--- src/rtl/mult_pkg.sv ---
// Shared types and widths for the shift-free add-loop multiplier controller.
// MULT_CTRL_ZERO_SKIP_EN adds the ZERO state used to short-cut zero operands.
package mult_pkg;

  localparam int OP_W  = 4;
  localparam int RES_W = 8;

`ifdef MULT_CTRL_ZERO_SKIP_EN
  typedef enum logic [2:0] {
    ST_IDLE   = 3'd0,
    ST_LOAD_P = 3'd1,
    ST_LOAD_Q = 3'd2,
    ST_ADD    = 3'd3,
    ST_DONE   = 3'd4,
    ST_ZERO   = 3'd5
  } state_e;
`else
  typedef enum logic [2:0] {
    ST_IDLE   = 3'd0,
    ST_LOAD_P = 3'd1,
    ST_LOAD_Q = 3'd2,
    ST_ADD    = 3'd3,
    ST_DONE   = 3'd4
  } state_e;
`endif

endpackage

--- src/rtl/mult_ctrl_if.sv ---
// Operand/product handshake bundle between the controller and its producer/consumer.
// Signal suffixes are from the controller's point of view.
interface mult_ctrl_if;
  import mult_pkg::*;

  logic             in_valid_i;
  logic             in_ready_o;
  logic [OP_W-1:0]  in_a_i;
  logic [OP_W-1:0]  in_b_i;
  logic             out_valid_o;
  logic             out_ready_i;
  logic [RES_W-1:0] out_data_o;

  modport slave (
    input  in_valid_i, in_a_i, in_b_i, out_ready_i,
    output in_ready_o, out_valid_o, out_data_o
  );

  modport master (
    output in_valid_i, in_a_i, in_b_i, out_ready_i,
    input  in_ready_o, out_valid_o, out_data_o
  );

endinterface

--- src/rtl/mult_ctrl.sv ---
// Sequencer for a repeated-addition multiplier datapath (P, Q down-counter, F accumulator).
// MULT_CTRL_ZERO_SKIP_EN enables the ZERO state that bypasses the add loop for zero operands.
//
// state   | meaning
// IDLE    | waiting for an operand pair, in_ready_o high
// LOAD_P  | drive a onto the datapath bus, load P, clear F
// LOAD_Q  | drive b onto the datapath bus, load Q
// ADD     | F += P and Q -= 1 until Q reaches zero, then capture F
// DONE    | product valid, held until the consumer takes it
// ZERO    | (optional) clear F, product forced to 0
module mult_ctrl
  import mult_pkg::*;
(
  input  logic             clk_i,
  input  logic             rst_i,
  mult_ctrl_if.slave       bus,
  output logic [OP_W-1:0]  dp_data_o,
  output logic             load_p_o,
  output logic             load_q_o,
  output logic             load_f_o,
  output logic             clr_f_o,
  output logic             dec_q_o,
  input  logic             zero_i,
  input  logic [RES_W-1:0] dp_result_i
);

  state_e           state_q, state_d;
  logic [OP_W-1:0]  a_q, a_d;
  logic [OP_W-1:0]  b_q, b_d;
  logic [RES_W-1:0] res_q, res_d;

  always_ff @(posedge clk_i or negedge rst_i) begin
    if (!rst_i) begin
      state_q <= ST_IDLE;
      a_q     <= '0;
      b_q     <= '0;
      res_q   <= '0;
    end else begin
      state_q <= state_d;
      a_q     <= a_d;
      b_q     <= b_d;
      res_q   <= res_d;
    end
  end

  always_comb begin
    state_d         = state_q;
    a_d             = a_q;
    b_d             = b_q;
    res_d           = res_q;
    bus.in_ready_o  = 1'b0;
    bus.out_valid_o = 1'b0;
    dp_data_o       = '0;
    load_p_o        = 1'b0;
    load_q_o        = 1'b0;
    load_f_o        = 1'b0;
    clr_f_o         = 1'b0;
    dec_q_o         = 1'b0;

    case (state_q)
      ST_IDLE: begin
        bus.in_ready_o = 1'b1;
        if (bus.in_valid_i) begin
          a_d = bus.in_a_i;
          b_d = bus.in_b_i;
`ifdef MULT_CTRL_ZERO_SKIP_EN
          if (bus.in_a_i == '0 || bus.in_b_i == '0) state_d = ST_ZERO;
          else                                      state_d = ST_LOAD_P;
`else
          state_d = ST_LOAD_P;
`endif
        end
      end
      ST_LOAD_P: begin
        dp_data_o = a_q;
        load_p_o  = 1'b1;
        clr_f_o   = 1'b1;
        state_d   = ST_LOAD_Q;
      end
      ST_LOAD_Q: begin
        dp_data_o = b_q;
        load_q_o  = 1'b1;
        state_d   = ST_ADD;
      end
      ST_ADD: begin
        // Q already holds the remaining add count; zero_i ends the loop.
        if (!zero_i) begin
          load_f_o = 1'b1;
          dec_q_o  = 1'b1;
        end else begin
          res_d   = dp_result_i;
          state_d = ST_DONE;
        end
      end
      ST_DONE: begin
        bus.out_valid_o = 1'b1;
        if (bus.out_ready_i) state_d = ST_IDLE;
      end
`ifdef MULT_CTRL_ZERO_SKIP_EN
      ST_ZERO: begin
        clr_f_o = 1'b1;
        res_d   = '0;
        state_d = ST_DONE;
      end
`endif
      default: state_d = ST_IDLE;
    endcase
  end

  assign bus.out_data_o = res_q;

endmodule

--- src/flat_wrapper.sv ---
// flat-port wrapper written by rule: the top's interface ports become plain ports
module mult_ctrl_flat import mult_pkg::*;
  (clk_i, rst_i, dp_data_o, load_p_o, load_q_o, load_f_o, clr_f_o, dec_q_o, zero_i, dp_result_i, bus_in_valid_i, bus_in_a_i, bus_in_b_i, bus_out_ready_i, bus_in_ready_o, bus_out_valid_o, bus_out_data_o);
  mult_ctrl_if bus_i ();
  input  logic clk_i;
  input  logic rst_i;
  output logic [OP_W-1:0] dp_data_o;
  output logic load_p_o;
  output logic load_q_o;
  output logic load_f_o;
  output logic clr_f_o;
  output logic dec_q_o;
  input  logic zero_i;
  input  logic [RES_W-1:0] dp_result_i;
  input wire logic [$bits(bus_i.in_valid_i)-1:0] bus_in_valid_i;
  input wire logic [$bits(bus_i.in_a_i)-1:0] bus_in_a_i;
  input wire logic [$bits(bus_i.in_b_i)-1:0] bus_in_b_i;
  input wire logic [$bits(bus_i.out_ready_i)-1:0] bus_out_ready_i;
  output wire logic [$bits(bus_i.in_ready_o)-1:0] bus_in_ready_o;
  output wire logic [$bits(bus_i.out_valid_o)-1:0] bus_out_valid_o;
  output wire logic [$bits(bus_i.out_data_o)-1:0] bus_out_data_o;
  assign bus_i.in_valid_i = bus_in_valid_i;
  assign bus_i.in_a_i = bus_in_a_i;
  assign bus_i.in_b_i = bus_in_b_i;
  assign bus_i.out_ready_i = bus_out_ready_i;
  assign bus_in_ready_o = bus_i.in_ready_o;
  assign bus_out_valid_o = bus_i.out_valid_o;
  assign bus_out_data_o = bus_i.out_data_o;
  mult_ctrl u_core (.clk_i(clk_i), .rst_i(rst_i), .bus(bus_i), .dp_data_o(dp_data_o), .load_p_o(load_p_o), .load_q_o(load_q_o), .load_f_o(load_f_o), .clr_f_o(clr_f_o), .dec_q_o(dec_q_o), .zero_i(zero_i), .dp_result_i(dp_result_i));
endmodule
--- config.mk ---
export PLATFORM = sky130hd
export DESIGN_NAME = mult_ctrl_flat
export DESIGN_NICKNAME = d
export VERILOG_FILES = /design/src/rtl/mult_pkg.sv /design/src/rtl/mult_ctrl_if.sv /design/src/rtl/mult_ctrl.sv /design/src/flat_wrapper.sv
export SDC_FILE = /design/constraint.sdc
export NUM_CORES = 1
export LEC_CHECK = 0
export BUFFER_PORTS_ARGS = -buffer_cell sky130_fd_sc_hd__clkbuf_2
export CELL_PAD_IN_SITES_DETAIL_PLACEMENT = 0
export CELL_PAD_IN_SITES_GLOBAL_PLACEMENT = 2
export CORE_ASPECT_RATIO = 1.25
export CORE_MARGIN = 4
export CORE_UTILIZATION = 30
export DETAILED_ROUTE_END_ITERATION = 8
export GPL_TIMING_DRIVEN = 1
export PLACE_DENSITY_LB_ADDON = 0.1
export SLEW_MARGIN = 30
export SYNTH_ARGS = -nofsm -noshare
export SYNTH_HDL_FRONTEND = slang
export SYNTH_SLANG_ARGS = --single-unit
--- constraint.sdc ---
create_clock -name clk_i -period 2.9 [get_ports clk_i]
set_input_delay 0.29 -clock clk_i [delete_from_list [all_inputs] [get_ports clk_i]]
set_output_delay 0.29 -clock clk_i [all_outputs]
set_load 0.05 [all_outputs]
==> metrics.csv, run 1 <==
metric,value,unit
htree_levels,1,
post_drt_wl_per_cell,13.1,um
cts.sinks,19,
slowest_stage,dfrtp_1,
yosysTopAreaCell,dfrtp_1,
core-area,2790,um2
synthDistinctLibCells,19,
fin_ws,818,ps
drc,0,
drive_gt1_frac,0.600,
syn2layout_area_growth,26.8,%
grt_first_pass_wirelength,3260,um
antenna_found_initial,0,
critPathRequiredTime,2610,ps
place_hpwl,1350,um
synth_area,900,um2
status,"complete, no violations",
hold_buffers,1,
synth_area_leaders,"dfrtp_1, mux2_2, nand3b_1",
hold_path.class,input pin to register,
drt_wl_total,1820,um
vias,666,
setup_tns,0,ps
slowest_delay,740,ps
die_w,57.0,um
end_kind,output port,
whs_path_depth,2,
rsz0062_at_grt,false,
relSlewSlack,0.604,
place_ws,1150,ps
grt_start_max_net_pins,21,
place.gp.congestion,0.626,
grt_pass1_vias,717,
maxCapViolCount,0,
mostFrequentLayoutCell,clkbuf_2,
stdcell_count,139,
drtAntennaViolNets,0,
clock_skew,7.67,ps
final_nets,127,
io_buffer_count,39,
n_antenna_cell,0,
start_util,0.323,
finalHoldViolations,0,
drt_pass1_iterations,4,
root_buffer,clkbuf_4,
grt-ovfl-total,0,
grtUsageTotal,0.104,
post_cts_resized,0,
io_pins,40,
dpl.cell_count,134,
cp_data_arrival_time,1790,ps
clock.fmax,0.480,GHz
drt_iter0_markers,16,
synth_top_area_frac,0.529,
cts_buffers,3,
worst-r2r-cell-count,2,
ys_seq_area_frac,0.529,
path_cells,nor4bb_2 > clkbuf_2,
die_y,69.2,um
setup-violations-final,0,
tightestPinTransition,595,ps
period_share,0.718,
synth_warnings,0,
syn-num-nets,89,
synthCells,68,
die_area,3940,um2
post_cts_buffers,0,
critPathKind,register to output port,
crit_path_start_kind,register,
utilization,0.410,
slew_violations,0,
fp-row-count,21,
routed_via_density,4.79,
path_max_fanout,20,
clk_pin_slew_worst_paths,120,ps
cts_buffer_depth,2,
synth-seq-cells,19,
syn_avg_cell_area,13.2,um2
layout_common_cells,"clkbuf_2, dfrtp_1, mux2_2, nand3b_1, a21oi_1",
clk_latency,300,ps
period_minus_slack,2080,ps
cts_tree,yes,
layer usage:
metal  up-vias  share of wire  GRT usage
met5         -              0          0
met4         0          0.023     0.0541
met3         5          0.063     0.0261
met2        22           0.47      0.165
met1       322           0.44      0.128
li1        317              -          -
cell usage after synthesis:
cell type / number
a21bo_2: 1
a21oi_1: 5
a31oi_1: 1
buf_2: 1
buf_4: 2
buf_6: 1
clkbuf_1: 3
dfrtp_1: 19
inv_1: 1
mux2_2: 16
nand2b_1: 1
nand3b_1: 8
nand4b_2: 1
nor3_1: 2
nor3b_1: 2
nor4b_4: 1
nor4bb_1: 1
o21bai_1: 1
o41ai_1: 1
area by class of cell:
class / instances / area, um2
sequential: 19 / 475
inverter: 1 / 3.75
multi-input combinational: 41 / 384
tap: 34 / 42.5
fill: 302 / 1640
clock inverter: 1 / 7.51
timing repair buffer: 40 / 205
clock buffer: 3 / 22.5
metrics by stage:
step / instance area, um2 / hold slack, ps
global placement: 1100 / 268
detailed placement: 1100 / 269
finish: 1140 / 132
floorplan: 906 / -5.59
CTS: 1140 / 124
global route: 1140 / 127
critical path, delay by kind of cell (launching register included):
kind,cells,cell delay (ps)
AND/OR/NAND/NOR,1,410
buffers and inverters,1,330
flip-flops,1,740
logic make-up (layout without fill, tap and decap cells):
| logic type | after synthesis | in the layout | synth area share |
|---|---|---|---|
| compound gates | 9 | 9 | 0.0640 |
| buf+inv | 8 | 45 | 0.0514 |
| flops | 19 | 19 | 0.529 |
| mux | 16 | 16 | 0.200 |
| simple gates | 16 | 16 | 0.156 |
state kept, by name, summed over array words and instances (netlist names):
signal / flops
u_core.a_q: 4
u_core.b_q: 4
u_core.bus.out_data_o: 8
u_core.state_q: 3
worst paths after layout:
check / start / endpoint / slack, ps
max: u_core.state_q[0]$_DFFE_PN0P_ / dec_q_o / 820
min in group asynchronous: rst_i / u_core.bus.out_data_o[0]$_DFFE_PN0P_ / 450
max reg2reg: u_core.state_q[1]$_DFFE_PN0P_ / u_core.a_q[1]$_DFFE_PN0P_ / 1150
max in group asynchronous: rst_i / u_core.b_q[1]$_DFFE_PN0P_ / 2120
min: bus_out_ready_i / u_core.state_q[2]$_DFFE_PN0P_ / 130
min reg2reg: u_core.bus.out_data_o[5]$_DFFE_PN0P_ / u_core.bus.out_data_o[5]$_DFFE_PN0P_ / 520
Power of run 1 is not shown: default switching activity piles up to over one toggle a cycle in this logic, so the estimate is an artifact.
==> run 2: changes to the inputs <==
--- a/config.mk
+++ b/config.mk
@@ -10,7 +10,7 @@
 export CELL_PAD_IN_SITES_GLOBAL_PLACEMENT = 2
 export CORE_ASPECT_RATIO = 1.25
 export CORE_MARGIN = 4
-export CORE_UTILIZATION = 30
+export CORE_UTILIZATION = 25
 export DETAILED_ROUTE_END_ITERATION = 8
 export GPL_TIMING_DRIVEN = 1
 export PLACE_DENSITY_LB_ADDON = 0.1
==> constraint.sdc (replaced) <==
create_clock -name clk_i -period 1.8 [get_ports clk_i]
set_input_delay 0.18 -clock clk_i [delete_from_list [all_inputs] [get_ports clk_i]]
set_output_delay 0.18 -clock clk_i [all_outputs]
set_load 0.05 [all_outputs]
==> metrics.csv, run 2 (synthesized netlist as in run 1, its figures left out) <==
metric,value,unit
layout_common_cells,"clkbuf_2, dfrtp_1, mux2_2, nand3b_1, buf_4",
maxCapViolCount,0,
post_cts_buffers,0,
m1WireLength,882,um
grt_pass1_vias,684,
mostFrequentLayoutCell,clkbuf_2,
routed_via_density,4.51,
grtUsageTotal,0.103,
root_buffer,clkbuf_8,
dpl.cell_count,144,
cp_data_arrival_time,1520,ps
clk_pin_slew_worst_paths,70,ps
die_area,4630,um2
tightestPinTransition,500,ps
drive_gt1_frac,0.636,
clk_latency,250,ps
syn2layout_area_growth,36.9,%
grt_start_max_net_pins,20,
drt_wl_total,2130,um
place.gp.congestion,0.688,
drc,0,
cts.sinks,19,
relSlewSlack,0.667,
drt_iter0_markers,22,
slew_violations,0,
htree_levels,1,
final_nets,132,
die_y,75.1,um
cts_buffer_depth,2,
drtAntennaViolNets,0,
vias,672,
antenna_found_initial,0,
post_drt_wl_per_cell,14.3,um
highest-signal-layer,met4,
place_hpwl,1610,um
critPathKind,register to output port,
io_buffer_count,39,
status,"complete, no violations",
n_antenna_cell,0,
stdcell_count,149,
setup-violations-final,0,
rsz0062_at_grt,false,
core-area,3480,um2
wl_met3,146,um
io_pins,40,
hold_path.class,input pin to register,
fp-row-count,24,
cts_tree,yes,
finalHoldViolations,0,
grt_first_pass_wirelength,3400,um
path_max_fanout,11,
critPathRequiredTime,1620,ps
largest_register_ffs,8,
die_w,61.7,um
clock.fmax,0.587,GHz
period_minus_slack,1700,ps
end_kind,output port,
start_util,0.258,
period_share,0.947,
drt_pass1_iterations,4,
grt-ovfl-total,0,
cts_buffers,3,
crit_path_start_kind,register,
met2_wirelength,1080,um
n_fill_cell,361,
clock_skew,2.07,ps
## run 2: cell count changes in the layout (fill, tap and decap cells not counted), sizes merged
cell | previous run | this run
clkinvlp | 1 | 0
buf | 0 | 7
clkbuf | 42 | 41
## run 2: area by class of cell
class,instances,area (um2),area share
Clock buffer,4,45.0,0.0366
Inverter,1,3.75,0.00305
Multi-Input combinational cell,41,409,0.332
Sequential cell,19,477,0.387
Tap cell,39,48.8,0.0396
Timing Repair Buffer,45,248,0.201
## run 2: routing by layer
layer / GRT usage / up-vias
met5: 0 / -
met4: 0.0566 / 0
met3: 0.0292 / 2
met2: 0.147 / 18
met1: 0.138 / 325
li1: - / 327
## run 2: worst paths after layout
path,startpoint,end,slack [ps],cells after the start
hold reg to reg,u_core.bus.out_data_o[4]$_DFFE_PN0P_,u_core.bus.out_data_o[4]$_DFFE_PN0P_,510,1
min in group asynchronous,rst_i,u_core.a_q[3]$_DFFE_PN0P_,420,2
setup reg to reg,u_core.state_q[1]$_DFFE_PN0P_,u_core.b_q[1]$_DFFE_PN0P_,350,3
max in group asynchronous,rst_i,u_core.state_q[1]$_DFFE_PN0P_,1010,2
setup / recovery,u_core.state_q[1]$_DFFE_PN0P_,dp_data_o[2],100,4
hold / removal,bus_out_ready_i,u_core.state_q[2]$_DFFE_PN0P_,100,2
## run 2: what timing repair did
action | CTS | global route
setup endpoints to repair | 3 | 2
hold buffers | 1 | 0
cloned | 0 | 0
hold endpoints to repair | 19 | 0
gates resized for setup | 2 | 4
pin swaps | 0 | 0
## run 2: critical path: stages (launching register included)
cell	delay [ps]
dfrtp_2	510
buf_4	200
nand3b_1	150
a21oi_1	140
buf_2	280
## run 2: stage by stage
| stage | utilization | cell area (um2) | TNS (ps) | setup WS (ps) | hold WS, ps |
|---|---|---|---|---|---|
| detailed placement | 0.336 | 1170 | 0 | 240 | 177 |
| finish | 0.353 | 1230 | 0 | 95.6 | 95.8 |
| global placement | 0.336 | 1170 | 0 | 278 | 172 |
| global route | 0.353 | 1230 | 0 | 6.30 | 79.2 |
| CTS | 0.353 | 1230 | 0 | 48.1 | 84.5 |
| floorplan | - | 932 | -545 | -187 | -116 |
Power of run 2 is left out for the same reason.
